### config.mk
export PLATFORM = sky130hd
export DESIGN_NAME = mips_dbus_bridge
export DESIGN_NICKNAME = d
export VERILOG_FILES = /design/src/rtl/mips_dbus_bridge_pkg.sv /design/src/rtl/mips_dbus_lane.sv /design/src/rtl/mips_dbus_bridge.sv
export SDC_FILE = /design/constraint.sdc
export NUM_CORES = 1
export LEC_CHECK = 0
export ABC_AREA = 1
export CORE_MARGIN = 2
export CORE_UTILIZATION = 45
export CTS_BUF_LIST = sky130_fd_sc_hd__clkbuf_16
export CTS_CLUSTER_SIZE = 28
export DETAILED_ROUTE_END_ITERATION = 10
export PLACE_DENSITY = 0.9
export RECOVER_POWER = 100
export SETUP_SLACK_MARGIN = 0.02
export SYNTH_ARGS = -nofsm -noshare
export SYNTH_HDL_FRONTEND = slang
export SYNTH_SLANG_ARGS = --single-unit
### constraint.sdc
create_clock -name clk -period 9.3 [get_ports clk]
set_input_delay 0.93 -clock clk [delete_from_list [all_inputs] [get_ports clk]]
set_output_delay 0.93 -clock clk [all_outputs]
set_load 0.1 [all_outputs]
### src/rtl/mips_dbus_bridge_pkg.sv
// Shared definitions for the MIPS data-bus bridge: access-size codes and timeout counter width.
// Pure declarations: no latency, no flow control.
package mips_dbus_bridge_pkg;

    localparam logic [1:0] MEM_WORD = 2'b00;
    localparam logic [1:0] MEM_HALF = 2'b01;
    localparam logic [1:0] MEM_BYTE = 2'b10;

    localparam int unsigned TMO_W = 8;

    function automatic logic [TMO_W-1:0] sat_inc(input logic [TMO_W-1:0] v);
        return (v == {TMO_W{1'b1}}) ? v : v + 1'b1;
    endfunction

endpackage

### src/rtl/mips_dbus_lane.sv
// Byte-lane steering for a 32-bit little-endian bus: selects, write replication, read extract/extend.
// Purely combinational (zero latency); no flow control.
module mips_dbus_lane
    import mips_dbus_bridge_pkg::*;
(
    input  logic [1:0]  mem_type_i,
    input  logic [1:0]  offset_i,
    input  logic        ext_i,
    input  logic [31:0] wdata_i,
    input  logic [31:0] rdata_i,
    output logic [3:0]  sel_o,
    output logic [31:0] wdata_o,
    output logic [31:0] rdata_o,
    output logic        unalign_o
);

    logic [7:0]  rd_byte;
    logic [15:0] rd_half;

    always_comb begin
        sel_o     = 4'b0000;
        wdata_o   = wdata_i;
        rdata_o   = rdata_i;
        unalign_o = 1'b0;
        rd_byte   = rdata_i[8*offset_i +: 8];
        rd_half   = offset_i[1] ? rdata_i[31:16] : rdata_i[15:0];
        case (mem_type_i)
            MEM_WORD: begin
                sel_o     = 4'b1111;
                unalign_o = (offset_i != 2'b00);
            end
            MEM_HALF: begin
                sel_o     = offset_i[1] ? 4'b1100 : 4'b0011;
                wdata_o   = {2{wdata_i[15:0]}};
                rdata_o   = {{16{ext_i & rd_half[15]}}, rd_half};
                unalign_o = offset_i[0];
            end
            MEM_BYTE: begin
                sel_o   = 4'b0001 << offset_i;
                wdata_o = {4{wdata_i[7:0]}};
                rdata_o = {{24{ext_i & rd_byte[7]}}, rd_byte};
            end
            default: unalign_o = 1'b1;
        endcase
    end

endmodule

### src/rtl/mips_dbus_bridge.sv
// MEM-stage to Wishbone classic bridge; min 2 cycles request-to-data, stalls the core until ack/err/timeout.
// A held pipeline (dc_lock) parks in DONE so a completed access is never reissued.
module mips_dbus_bridge
    import mips_dbus_bridge_pkg::*;
#(
    parameter int unsigned TIMEOUT = 255
) (
    input  logic        clk,
    input  logic        rst,
    input  logic        mem_ren,
    input  logic        mem_wen,
    input  logic [1:0]  mem_type,
    input  logic        mem_ext,
    input  logic [31:0] mem_addr,
    input  logic [31:0] mem_dout,
    output logic [31:0] mem_din,
    output logic        mem_stall,
    output logic        mem_unalign,
    input  logic        dc_lock,
    output logic        wb_cyc_o,
    output logic        wb_stb_o,
    output logic        wb_we_o,
    output logic [29:0] wb_adr_o,
    output logic [3:0]  wb_sel_o,
    output logic [31:0] wb_dat_o,
    input  logic [31:0] wb_dat_i,
    input  logic        wb_ack_i,
    input  logic        wb_err_i,
    output logic        bus_err
);

    typedef enum logic [1:0] {
        ST_IDLE = 2'd0,
        ST_BUS  = 2'd1,
        ST_DONE = 2'd2
    } state_t;

    state_t           state_q;
    logic             cyc_q;
    logic             we_q;
    logic [29:0]      adr_q;
    logic [3:0]       sel_q;
    logic [31:0]      dat_q;
    logic [31:0]      din_q;
    logic             err_q;
    logic [TMO_W-1:0] tmo_q;
    logic [TMO_W-1:0] tmo_d;

    logic [3:0]  lane_sel;
    logic [31:0] lane_wdat;
    logic [31:0] lane_rdat;
    logic        req;
    logic        timeout;
    logic        fault;

    mips_dbus_lane u_lane (
        .mem_type_i (mem_type),
        .offset_i   (mem_addr[1:0]),
        .ext_i      (mem_ext),
        .wdata_i    (mem_dout),
        .rdata_i    (wb_dat_i),
        .sel_o      (lane_sel),
        .wdata_o    (lane_wdat),
        .rdata_o    (lane_rdat),
        .unalign_o  (mem_unalign)
    );

    assign req       = (mem_ren | mem_wen) & ~mem_unalign;
    assign mem_stall = req & ~rst & (state_q != ST_DONE);

    assign tmo_d   = sat_inc(tmo_q);
    assign timeout = (TIMEOUT != 0) && ({{(32-TMO_W){1'b0}}, tmo_q} == TIMEOUT - 1);
    // err beats ack; a timeout only counts when the slave stayed silent this cycle
    assign fault   = wb_err_i | (~wb_ack_i & timeout);

    always_ff @(posedge clk or posedge rst) begin
        if (rst) begin
            state_q <= ST_IDLE;
            cyc_q   <= 1'b0;
            we_q    <= 1'b0;
            adr_q   <= '0;
            sel_q   <= '0;
            dat_q   <= '0;
            din_q   <= '0;
            err_q   <= 1'b0;
            tmo_q   <= '0;
        end else begin
            case (state_q)
                ST_IDLE: begin
                    if (req) begin
                        cyc_q   <= 1'b1;
                        we_q    <= mem_wen;
                        adr_q   <= mem_addr[31:2];
                        sel_q   <= lane_sel;
                        dat_q   <= lane_wdat;
                        tmo_q   <= '0;
                        state_q <= ST_BUS;
                    end
                end
                ST_BUS: begin
                    tmo_q <= tmo_d;
                    if (fault || wb_ack_i) begin
                        cyc_q <= 1'b0;
                        we_q  <= 1'b0;
                        if (fault) begin
                            err_q <= 1'b1;
                        end
                        // a flushed request still drains the bus cycle but drops its result
                        if (req) begin
                            state_q <= ST_DONE;
                            if (fault) begin
                                din_q <= '0;
                            end else if (!we_q) begin
                                din_q <= lane_rdat;
                            end
                        end else begin
                            state_q <= ST_IDLE;
                        end
                    end
                end
                ST_DONE: begin
                    if (!dc_lock) begin
                        state_q <= ST_IDLE;
                    end
                end
                default: state_q <= ST_IDLE;
            endcase
        end
    end

    assign wb_cyc_o = cyc_q;
    assign wb_stb_o = cyc_q;
    assign wb_we_o  = we_q;
    assign wb_adr_o = adr_q;
    assign wb_sel_o = sel_q;
    assign wb_dat_o = dat_q;
    assign mem_din  = din_q;
    assign bus_err  = err_q;

endmodule

# == Word-level counts from Yosys, hierarchy flattened ==
# Cells that the tools add are included.
# totals
register_bits,111
input_bits,106
out_inout_bits,104
wordCells,67
# op_classes
addsub,1
n_eq_ne,12
n_shift,2
n_mux,21
n_bitwise,11
reduce_logical,11
# op_table
op,count
32-bit one-hot mux with 2 select lines,2
32-bit two-way mux,2
32-bit by 6-bit indexed part select with 8-bit output,1
"8-bit equality test, second input constant",2
16-bit two-way mux,1
8-bit two-way mux,2
8-bit one-hot mux with 2 select lines,1
4-bit one-hot mux with 3 select lines,1
3-bit AND reduction,4
"2-bit != test, second input constant",5
"8-bit by 1-bit adder with 8-bit output, second input constant",1
2-bit two-way mux,4
1-bit AND,6
2-bit one-hot mux with 3 select lines,1
"2-bit by 1-bit equality test with 1-bit output, second input constant",2
"2-bit equality test, second input constant",2
2-bit zero test,2
4-bit two-way mux,1
1-bit one-hot mux with 2 select lines,2
4-bit AND reduction,1
2-bit nonzero test,2
"1-bit by 2-bit left shift with 4-bit output, first input constant",1
1-bit two-way mux,3
1-bit inverter,3
other kinds (5),6

# == Depth between registers and ports, before layout ==
# Gate-level depths: netlist (run 1).
# logic_depth
word_depth,7
depth_mapped,11
mapped_depth_nobuf,11

# == Hierarchy ==
# Synthesis (run 1) repeated with hierarchy kept, for this count alone.
# hier_totals
cells_unflattened,792
area_unflattened_um2,5770.5
# by_module_without_submodules
module,instances,cells_per_inst,area_per_inst_um2,seq_area_each_um2
mips_dbus_bridge,1,525,4608.2,2777.7
mips_dbus_lane,1,267,1162.4,0.0

# == Worst setup path after synthesis (run 1) ==
# No wires, ideal clock.
# synth_timing
path_kind,input -> output
startpoint,input port mem_type[1]
endpoint,output port mem_stall
arrival_time_ps,3590
t_required_ps,8370
setup_slack_ps,4780
stages,5
n_path_buf,0
path_cell_list,inv_1 > ha_1 > a21oi_1 > nand3_1 > nor3_1
# synth_via
elab_chain_cells,6
word_cells_on_any_way,8
cone_classes,eq/ne (2); mux (1); bitwise (4); reduce/logical (1)
# synth_lines
item,line_no,text
from (decl),mips_dbus_bridge.sv:12,"input logic [1:0] mem_type,"
2-bit equality test (tied with other cells),mips_dbus_lane.sv:27,case (mem_type_i)
1-bit one-hot mux with 3 select lines (*),mips_dbus_lane.sv:27,
1-bit inverter (*),mips_dbus_bridge.sv:68,assign req = (mem_ren | mem_wen) & ~mem_unalign;
1-bit AND (*),mips_dbus_bridge.sv:68,
1-bit AND (*) (2 in a row),mips_dbus_bridge.sv:69,assign mem_stall = req & ~rst & (state_q != ST_DONE);
to (decl),mips_dbus_bridge.sv:17,"output logic mem_stall,"
# Mark *: on every way between the ends. The rest lies on a longest branch, timed or not.

# == Worst setup path after layout (run 1) ==
# layout_timing
startpoint,input port mem_type[1]
endpoint,"register dat_q[28], in the netlist wb_dat_o[28]"
# layout_via
elab_chain_cells,5
word_cells_on_any_way,8
cone_classes,eq/ne (2); mux (2); bitwise (2); reduce/logical (2)
# layout_lines
item,line_no,text
2-bit equality test (tied with other cells),mips_dbus_lane.sv:27,
1-bit one-hot mux with 3 select lines,mips_dbus_lane.sv:27,
1-bit inverter,mips_dbus_bridge.sv:68,
1-bit AND,mips_dbus_bridge.sv:68,
2-bit AND reduction (no line),-,
to (signal assigned),mips_dbus_bridge.sv:95,dat_q <= lane_wdat;
to (decl),mips_dbus_bridge.sv:43,logic [31:0] dat_q;
# Several ways; a longest one is shown, not always the timed one.
# A chain may end at the register's enable or synchronous reset.

==> impl_metrics.csv, run 1 <==
group,metric,value,unit
sta,slew_viol_final,216,
cells_and_area,postLayoutCoreUtil,66.1,%
clock_network,numClockSinks,111,
yosys,yosysUniqueCellTypes,35,
cells_and_area,multiInputGateArea,2340,sq um
yosys,synth_top_family_by_area,"simple AND/OR/NAND/NOR gates",
sta,tightest_slew,2.93,ns
die,start_util,46.3,%
power_and_ir_drop,switching_share,58.3,%
setup_path,required,9.53,ns
drt,wl,15800,um
drt,drt_iter0_markers,410,
power_and_ir_drop,p_leak,4.11,nW
sta,max-slew-margin-rel,-95.4,%
status,violations,"capacitance limit, slew limit",
drt,num_vias,5255,
yosys,syn-cell-area,5560,sq um
power_and_ir_drop,power_frac_seq,25.7,%
drt,ant_nets,0,
sta,min_period_over_period,60.0,%
yosys,syn_avg_cell_area,7.76,sq um
global_route,grt_pass1_wl,25700,um
die,die_area,13300,sq um
yosys,yosysWarnings,0,
power_and_ir_drop,comb_power_share,60.5,%
sta,fmax,179,MHz
cells_and_area,fin_nets,1021,
placement,dpl-instance-area,7660,sq um
run,maxCapViolations,4,
power_and_ir_drop,p_int,1.17,mW
cells_and_area,final_cell_mix,"nand2_1 (353), dfrtp_1 (111), dlygate4sd3_1 (107)",
yosys,synth_xor_area_share,0.630,%
placement,place_ws,4.72,ns
power_and_ir_drop,ir_worst_vdd,0.251,mV
setup_path,critPathMaxFanout,69,
setup_path,worstPathArrival,5.81,ns
yosys,synthesis.nets,828,
die,die_height,115,um
die,ios,210,
setup_path,start_kind,"primary input",
clock_network,root_buffer,"clkbuf_16",
setup_path,crit_type,"primary input to flip-flop",
setup_path,endpoint_kind,"flip-flop",
sta,period_minus_slack,5.58,ns
sta,rsz0062_at_grt,"no",
clock_network,cts_htree_levels,3,
cells_and_area,final_layout_size_suffix_gt1_share,5.14,%
cells_and_area,final_area,7940,sq um
yosys,synthSimpleGateAreaFrac,31.8,%
yosys,ys_seq_area_share,50.0,%
drt,drc,0,
die,rows,40,
global_route,grt_usage,24.6,%
status,status,"finished, violations left",
global_route,antenna_found_initial,1,
drt,firstDrtPassIters,5,
clock_network,hold_buffers,0,
sta,finalWorstSetupSlack,3.72,ns
yosys,synth_mux_area_share,0,%
cells_and_area,final_common_cell,"nand2_1",
placement,place_congestion,0.937,
die,core_area,12000,sq um
yosys,synth_edf_count,0,
cells_and_area,ff_latch_area,2780,sq um
yosys,ys_seq_elements,111,
yosys,synth_compound_area_share,8.49,%
power_and_ir_drop,powerDensity,352,nW/um^2
drt,wl_per_cell,14.9,um
sta,clock_skew,0.00565,ns
global_route,first_global_vias,5170,
clock_network,cts_inserted_buffers,9,
placement,portBuffers,209,
global_route,grt_overflow,0,
cells_and_area,area_growth,42.9,%
worst_hold_path,hold_path.class,"flip-flop to flip-flop",
clock_network,cts.repair.resized,0,
yosys,netlist_instances,716,
sta,hold_viol_final,0,
power_and_ir_drop,p_clk_share,13.8,%
drt,via_per_inst,4.95,
clock_network,clk_pin_slew,0.07,ns
clock_network,cts_setup_buffers,0,
global_route,grt_max_degree,70,
clock_network,cts_tree,"done",
power_and_ir_drop,switching_power,1.63,mW
placement,dp_hpwl,11700,um
yosys,async_flop_share,100,%
yosys,synth_ff_type,"dfrtp_1",
clock_network,insertion_delay,0.34,ns
sta,setup_violations,0,
die,dieWidth,115,um
sta,setup_tns,0,ns
yosys,synth_fa_ha_area_share,1.35,%
cells_and_area,nFillCells,977,
clock_network,clockBufferDepth,2,
[registers in the layout (all words and copies together), names as in the netlist]
signal / flops
wb_adr_o: 30
bus_err: 1
wb_dat_o: 32
wb_sel_o: 4
state_q: 2
tmo_q: 8
wb_cyc_o: 1
mem_din: 32
wb_we_o: 1
[cell usage after synthesis, types with 2 or more instances]
cell      number  share of area [%]
o22ai_1       10                1.1
nand2_2        4               0.45
ha_1           6                1.4
o21a_1         8                1.1
buf_2         11               0.99
nand3_2       11                2.0
o21ai_0       35                3.2
xnor2_1        2               0.32
nand4_1        2               0.23
o21ai_1        7               0.63
a22oi_1        8                1.1
nand2_1      352                 24
nor3_1         2               0.18
buf_6          8                1.6
dfrtp_1      111                 50
or2_2          9                1.0
inv_2          2               0.14
nand3_1       28                2.5
nor2_1        14               0.95
clkbuf_1       7               0.47
xor2_1         2               0.32
buf_4          5               0.68
inv_1         53                3.6
a21oi_1        8               0.72
[per-layer routing]
layer  share of wire [%]  vias to the layer above  wire (um)  global-route usage (%)
met5                   0                        -          0                       0
met4                 2.5                        0        398                    8.76
met3                 7.6                       29       1200                    6.17
met2                  47                      227       7420                    38.9
met1                  43                     2368       6770                    33.0
li1                    -                     2631          -                       -
[path summary, 6_finish.rpt]
kind	from	end	slack, ns	cells after the start
max in group asynchronous	rst	mem_din[7]	4.01	3
setup / recovery	mem_type[1]	wb_dat_o[28]	3.72	9
hold / removal	wb_adr_o[29]	wb_adr_o[29]	0.47	2
setup reg to reg	state_q[0]	wb_dat_o[28]	5.16	5
hold reg to reg	wb_adr_o[29]	wb_adr_o[29]	0.47	2
min in group asynchronous	rst	wb_dat_o[18]	1.74	2
[worst max-delay path: stages]
cell	delay, ns
dlygate4sd3_1	0.58
inv_1	0.09
ha_1	0.26
a21oi_1	0.17
and2_0	0.21
nand3_1	0.37
clkbuf_1	2.08
inv_6	0.60
o21a_1	0.42
[stage by stage]
| step | hold slack [ns] | total power, mW | std cells |
|---|---|---|---|
| floorplan | 0.489 | 2.05 | 716 |
| global placement | 0.462 | 2.46 | 1045 |
| detailed placement | 0.464 | 2.48 | 1045 |
| CTS | 0.484 | 2.87 | 1061 |
| global route | 0.488 | 2.91 | 1062 |
| finish | 0.474 | 2.79 | 1062 |
[power groups by stage]
stage	Sequential, mW	Clock, mW	Combinational [mW]
after floorplan	1.79	0	0.263
after global placement	0.725	0	1.73
after global routing	0.737	0.415	1.76
after detailed placement	0.727	0	1.75
final	0.716	0.386	1.69
after CTS	0.724	0.394	1.75
[cell families (layout without fill, tap and decap cells)]
kind of cell	count (synthesis)	after routing
other	0	1
AND/OR/NAND/NOR	425	425
XOR/XNOR	4	4
adder cells (fa/ha/maj)	6	6
buffers and inverters	89	287
AO/OA/AOI/OAI	81	81
flip-flops	111	111
[final cells by class]
| type | count | area share, % |
|---|---|---|
| sequential | 111 | 35.0 |
| multi-input combinational | 516 | 29.4 |
| timing repair buffer | 214 | 26.7 |
| clock buffer | 9 | 2.84 |
| inverter | 57 | 2.77 |
| tap | 147 | 2.32 |
| clock inverter | 7 | 0.914 |
| antenna | 1 | 0.0315 |
(Power assumes the default switching activity.)
==> run 2, diff against run 1 <==
clock period = 5.37 ns   (was 9.3 ns; I/O delays follow)
==> run 2 against run 1 <==
The flow still finishes with violations (capacitance limit, slew limit). Clock skew grew 0.00083 ns. Cell count stayed put. Critical path depth is 1 lower. Worst setup slack got worse by 2.4 ns. First-iteration DRC count rose by 22%. Combinational power is 73% higher. Sequential share of layout area rose by 0.12 points. Clock power rose by 65%. Largest power group unchanged.
==> impl_metrics.csv, run 2 (synthesis gave the netlist of run 1 again) <==
group,metric,value,unit
drt,wl_per_cell,14.8,um
sta,clock_skew,0.00648,ns
setup_path,worst-path-buf-inv,3,
worst_hold_path,hold_path.class,"flip-flop to flip-flop",
global_route,busiest_layer,"met2",
sta,slew_viol_final,233,
sta,setup_tns,0,ns
global_route,antenna_found_initial,1,
run,maxCapViolations,4,
cells_and_area,final_cell_mix,"nand2_1 (353), dfrtp_1 (111), dlygate4sd3_1 (107)",
setup_path,crit_slowest_cell,"clkinvlp_2",
setup_path,crit_type,"primary input to flip-flop",
setup_path,critPathMaxFanout,55,
sta,rsz0062_at_grt,"no",
setup_path,worstPathArrival,4.26,ns
clock_network,hold_buffers,0,
sta,max-slew-margin-rel,-77.3,%
status,violations,"capacitance limit, slew limit",
clock_network,insertion_delay,0.34,ns
cells_and_area,nFillCells,1011,
sta,setup_violations,0,
die,start_util,46.3,%
global_route,met2_usage,39.0,%
cells_and_area,final_layout_size_suffix_gt1_share,5.36,%
sta,tightest_slew,2.64,ns
drt,wl,15700,um
power_and_ir_drop,p_leak,4.09,nW
global_route,grt_max_degree,83,
die,die_area,13300,sq um
die,ios,210,
sta,min_period_over_period,75.3,%
clock_network,cts_tree,"done",
die,dieWidth,115,um
drt,drc,0,
clock_network,numClockSinks,111,
placement,dp_hpwl,11600,um
clock_network,clockBufferDepth,2,
setup_path,start_kind,"primary input",
die,rows,40,
die,core_area,12000,sq um
clock_network,cts_setup_buffers,0,
drt,firstDrtPassIters,5,
drt,via_per_inst,5.04,
setup_path,crit_family,"buffers and inverters",
power_and_ir_drop,ir_worst_vdd,0.445,mV
drt,drt_iter0_markers,501,
drt,ant_nets,0,
sta,finalWorstSetupSlack,1.33,ns
cells_and_area,fin_nets,1021,
placement,place_congestion,0.943,
cells_and_area,postLayoutCoreUtil,65.9,%
cells_and_area,final_common_cell,"nand2_1",
global_route,grt_use_met3,4.96,%
setup_path,endpoint_kind,"flip-flop",
clock_network,clk_pin_slew,0.07,ns
setup_path,path_cells,"dlygate4sd3_1 -> inv_1 -> ha_1 -> a21oi_1 -> and2_0 -> nand3_1 -> clkinvlp_2 -> o21a_1",
sta,period_minus_slack,4.04,ns
global_route,grt_usage,24.2,%
clock_network,cts_htree_levels,3,
placement,place_ws,1.58,ns
global_route,gr-usage-met1,32.3,%
die,die_height,115,um
cells_and_area,area_growth,42.4,%
status,status,"finished, violations left",
drt,num_vias,5355,
global_route,grt_pass1_wl,25300,um
clock_network,cts_inserted_buffers,9,
setup_path,max_stage_delay,1.51,ns
placement,portBuffers,209,
sta,fmax,247,MHz
setup_path,required,5.59,ns
global_route,first_global_vias,5057,
global_route,grt_overflow,0,
clock_network,root_buffer,"clkbuf_16",
sta,hold_viol_final,0,
clock_network,cts.repair.resized,0,
power_and_ir_drop,powerDensity,607,nW/um^2
-- run 2: cell types whose count changed in the layout (fill, tap and decap cells not counted) --
cell        delta
bufinv_16      -1
clkinvlp_2     +1
nor3b_1        +1
inv_6          -1
clkbuf_1       -2
clkinv_4       +2
clkinvlp_4     +1
nor3b_4        -1
clkinv_2       -1
clkbuf_2       +2
clkinv_1       -1
-- run 2: layout make-up --
| cell class | instances | area, sq um | share of cell area, % |
|---|---|---|---|
| diodes | 1 | 2.50 | 0.0316 |
| clock buffers | 9 | 225 | 2.85 |
| clock inverters | 7 | 58.8 | 0.743 |
| inverters | 57 | 216 | 2.74 |
| multi-input cells | 516 | 2330 | 29.4 |
| flip-flops and latches | 111 | 2780 | 35.1 |
| well taps | 147 | 184 | 2.32 |
| repair buffers | 214 | 2120 | 26.8 |
-- run 2: per-stage QoR --
step,std cells,hold WS (ns),instance area [sq um],power (mW)
detailed placement,1045,0.462,7660,4.29
CTS,1061,0.481,7950,4.93
global route,1061,0.488,7910,5.00
floorplan,716,0.489,5560,3.55
finish,1062,0.470,7910,4.80
global placement,1045,0.461,7660,4.26
-- run 2: power by group --
| group | leakage, nW | internal, mW | total (mW) | switching [mW] |
|---|---|---|---|---|
| registers | 1.42 | 1.10 | 1.24 | 0.142 |
| clock network | 0.126 | 0.320 | 0.638 | 0.318 |
| logic | 2.54 | 0.558 | 2.93 | 2.37 |
-- run 2: final timing paths --
path / start / endpoint / slack (ns) / depth (start not counted)
min reg2reg: bus_err / bus_err / 0.47 / 1
max: mem_type[1] / wb_dat_o[25] / 1.33 / 8
min: bus_err / bus_err / 0.47 / 1
max reg2reg: state_q[0] / wb_dat_o[25] / 2.40 / 4
min in group asynchronous: rst / state_q[0] / 1.40 / 2
max in group asynchronous: rst / wb_adr_o[17] / 1.81 / 3
-- run 2: metal layers --
layer	up-vias	wire length, um
li1	2632	-
met1	2435	6670
met2	251	7330
met3	37	1240
met4	0	502
met5	-	0
==> run 3, diff against run 2 <==
CORE_UTILIZATION = 40   (was 45)
PLACE_DENSITY = 0.86   (was 0.9)
clock period = 3.4 ns   (was 5.37 ns; I/O delays follow)
==> run 3 against run 2 <==
The run still ends with capacitance limit, slew limit left. Largest cell class unchanged. Total power grew 61%. Cell area grew 1.1%. Hold slack lost 0.016 ns. Die area grew 12%.
==> impl_metrics.csv, run 3 (synthesis gave the netlist of run 1 again) <==
group,metric,value,unit
setup_path,crit_type,"primary input to flip-flop",
setup_path,required,3.59,ns
global_route,grt_usage,21.9,%
run,maxCapViolations,1,
drt,drc,0,
sta,clock_skew,0.00421,ns
clock_network,root_buffer,"clkbuf_16",
cells_and_area,nFillCells,1205,
placement,dp_hpwl,12000,um
sta,min_period_over_period,82.2,%
clock_network,cts_inserted_buffers,9,
global_route,first_global_vias,5075,
clock_network,numClockSinks,111,
global_route,grt_pass1_wl,25300,um
sta,hold_viol_final,0,
die,rows,43,
cells_and_area,final_common_cell,"nand2_1",
placement,portBuffers,209,
drt,via_per_inst,4.86,
setup_path,critPathMaxFanout,40,
sta,period_minus_slack,2.80,ns
clock_network,insertion_delay,0.34,ns
drt,firstDrtPassIters,5,
die,die_area,14800,sq um
placement,place_congestion,0.916,
cells_and_area,final_layout_size_suffix_gt1_share,5.02,%
cells_and_area,fin_nets,1023,
cells_and_area,final_cell_mix,"nand2_1 (353), dfrtp_1 (111), dlygate4sd3_1 (104)",
die,ios,210,
global_route,gr-usage-met1,27.9,%
cells_and_area,final_area,8000,sq um
global_route,grt_use_met3,5.99,%
setup_path,worstPathArrival,2.99,ns
clock_network,cts_tree,"done",
worst_hold_path,hold_path.class,"flip-flop to flip-flop",
power_and_ir_drop,p_leak,4.15,nW
cells_and_area,area_growth,44.0,%
cells_and_area,ff_latch_area,2780,sq um
drt,drt_iter0_markers,383,
die,core_area,13700,sq um
drt,wl_per_cell,14.7,um
status,violations,"capacitance limit, slew limit",
sta,tightest_slew,2.12,ns
power_and_ir_drop,powerDensity,965,nW/um^2
power_and_ir_drop,ir_worst_vdd,0.764,mV
clock_network,cts_setup_buffers,0,
global_route,antenna_found_initial,1,
drt,ant_nets,0,
sta,slew_viol_final,55,
die,start_util,40.5,%
drt,num_vias,5335,
clock_network,cts_htree_levels,3,
clock_network,cts.repair.resized,0,
global_route,met2_usage,34.6,%
clock_network,clk_pin_slew,0.07,ns
placement,dpl-instance-area,7740,sq um
setup_path,endpoint_kind,"flip-flop",
sta,max-slew-margin-rel,-41.7,%
die,die_height,122,um
cells_and_area,multiInputGateArea,2300,sq um
sta,fmax,358,MHz
sta,setup_tns,0,ns
sta,setup_violations,0,
sta,hold_ws,0.454,ns
die,dieWidth,122,um
global_route,grt_max_degree,58,
clock_network,hold_buffers,0,
drt,wl,16100,um
clock_network,clockBufferDepth,2,
sta,rsz0062_at_grt,"no",
setup_path,reg2reg_slack,1.33,ns
global_route,busiest_layer,"met2",
global_route,grt_overflow,0,
setup_path,start_kind,"primary input",
status,status,"finished, violations left",
run 3: cell types whose count changed in the layout (fill, tap and decap cells not counted), moves of 3 or more:
cell | before | now
nand3_1 | 29 | 36
clkinvlp_4 | 4 | 0
nand3_2 | 10 | 3
dlygate4sd3_1 | 107 | 104
run 3: power by group:
| group | switching (mW) | internal (mW) | leakage [nW] |
|---|---|---|---|
| Combinational | 3.74 | 0.878 | 2.58 |
| Sequential | 0.236 | 1.73 | 1.42 |
| Clock | 0.487 | 0.648 | 0.157 |
| Total | 4.46 | 3.26 | 4.15 |
run 3: layer usage:
layer	part of all wire, %	wire [um]
met1	43	6900
met2	45	7310
met3	7.9	1270
met4	4.0	644
met5	0	0
run 3: final cells by class:
| cell class | count | share of cell area, % |
|---|---|---|
| inverters | 57 | 2.74 |
| repair buffers | 216 | 26.9 |
| multi-input cells | 516 | 28.8 |
| diodes | 1 | 0.0313 |
| well taps | 180 | 2.81 |
| clock inverters | 7 | 1.19 |
| clock buffers | 9 | 2.81 |
| flip-flops and latches | 111 | 34.7 |
run 3: final timing paths:
check / start / end / cells past startpoint
setup reg to reg: state_q[1] / mem_din[31] / 8
hold reg to reg: bus_err / bus_err / 1
max in group asynchronous: rst / mem_din[7] / 2
hold / removal: bus_err / bus_err / 1
setup / recovery: mem_type[1] / wb_dat_o[17] / 9
min in group asynchronous: rst / state_q[0] / 2
run 3: per-stage QoR:
| step | worst slack [ns] | utilization, % | power [mW] | instances |
|---|---|---|---|---|
| 6_report | 0.604 | 58.3 | 7.72 | 1097 |
| 5_1_grt | 0.415 | 58.3 | 8.02 | 1096 |
| 4_1_cts | 0.772 | 58.8 | 7.95 | 1096 |
| 3_5_place_dp | 0.500 | 56.4 | 6.79 | 1080 |
| 3_3_place_gp | 0.617 | 56.4 | 6.74 | 1080 |
| 2_1_floorplan | 0.0597 | - | 5.60 | 716 |
run 3: worst max-delay path, cell delays in order:
cell and delay [ns]:
dlygate4sd3_1 0.57, inv_1 0.08, ha_1 0.26, a21oi_1 0.32, and2_0 0.23, nand3_2 0.33
clkbuf_2 0.54, nand2_1 0.18, o21ai_0 0.11
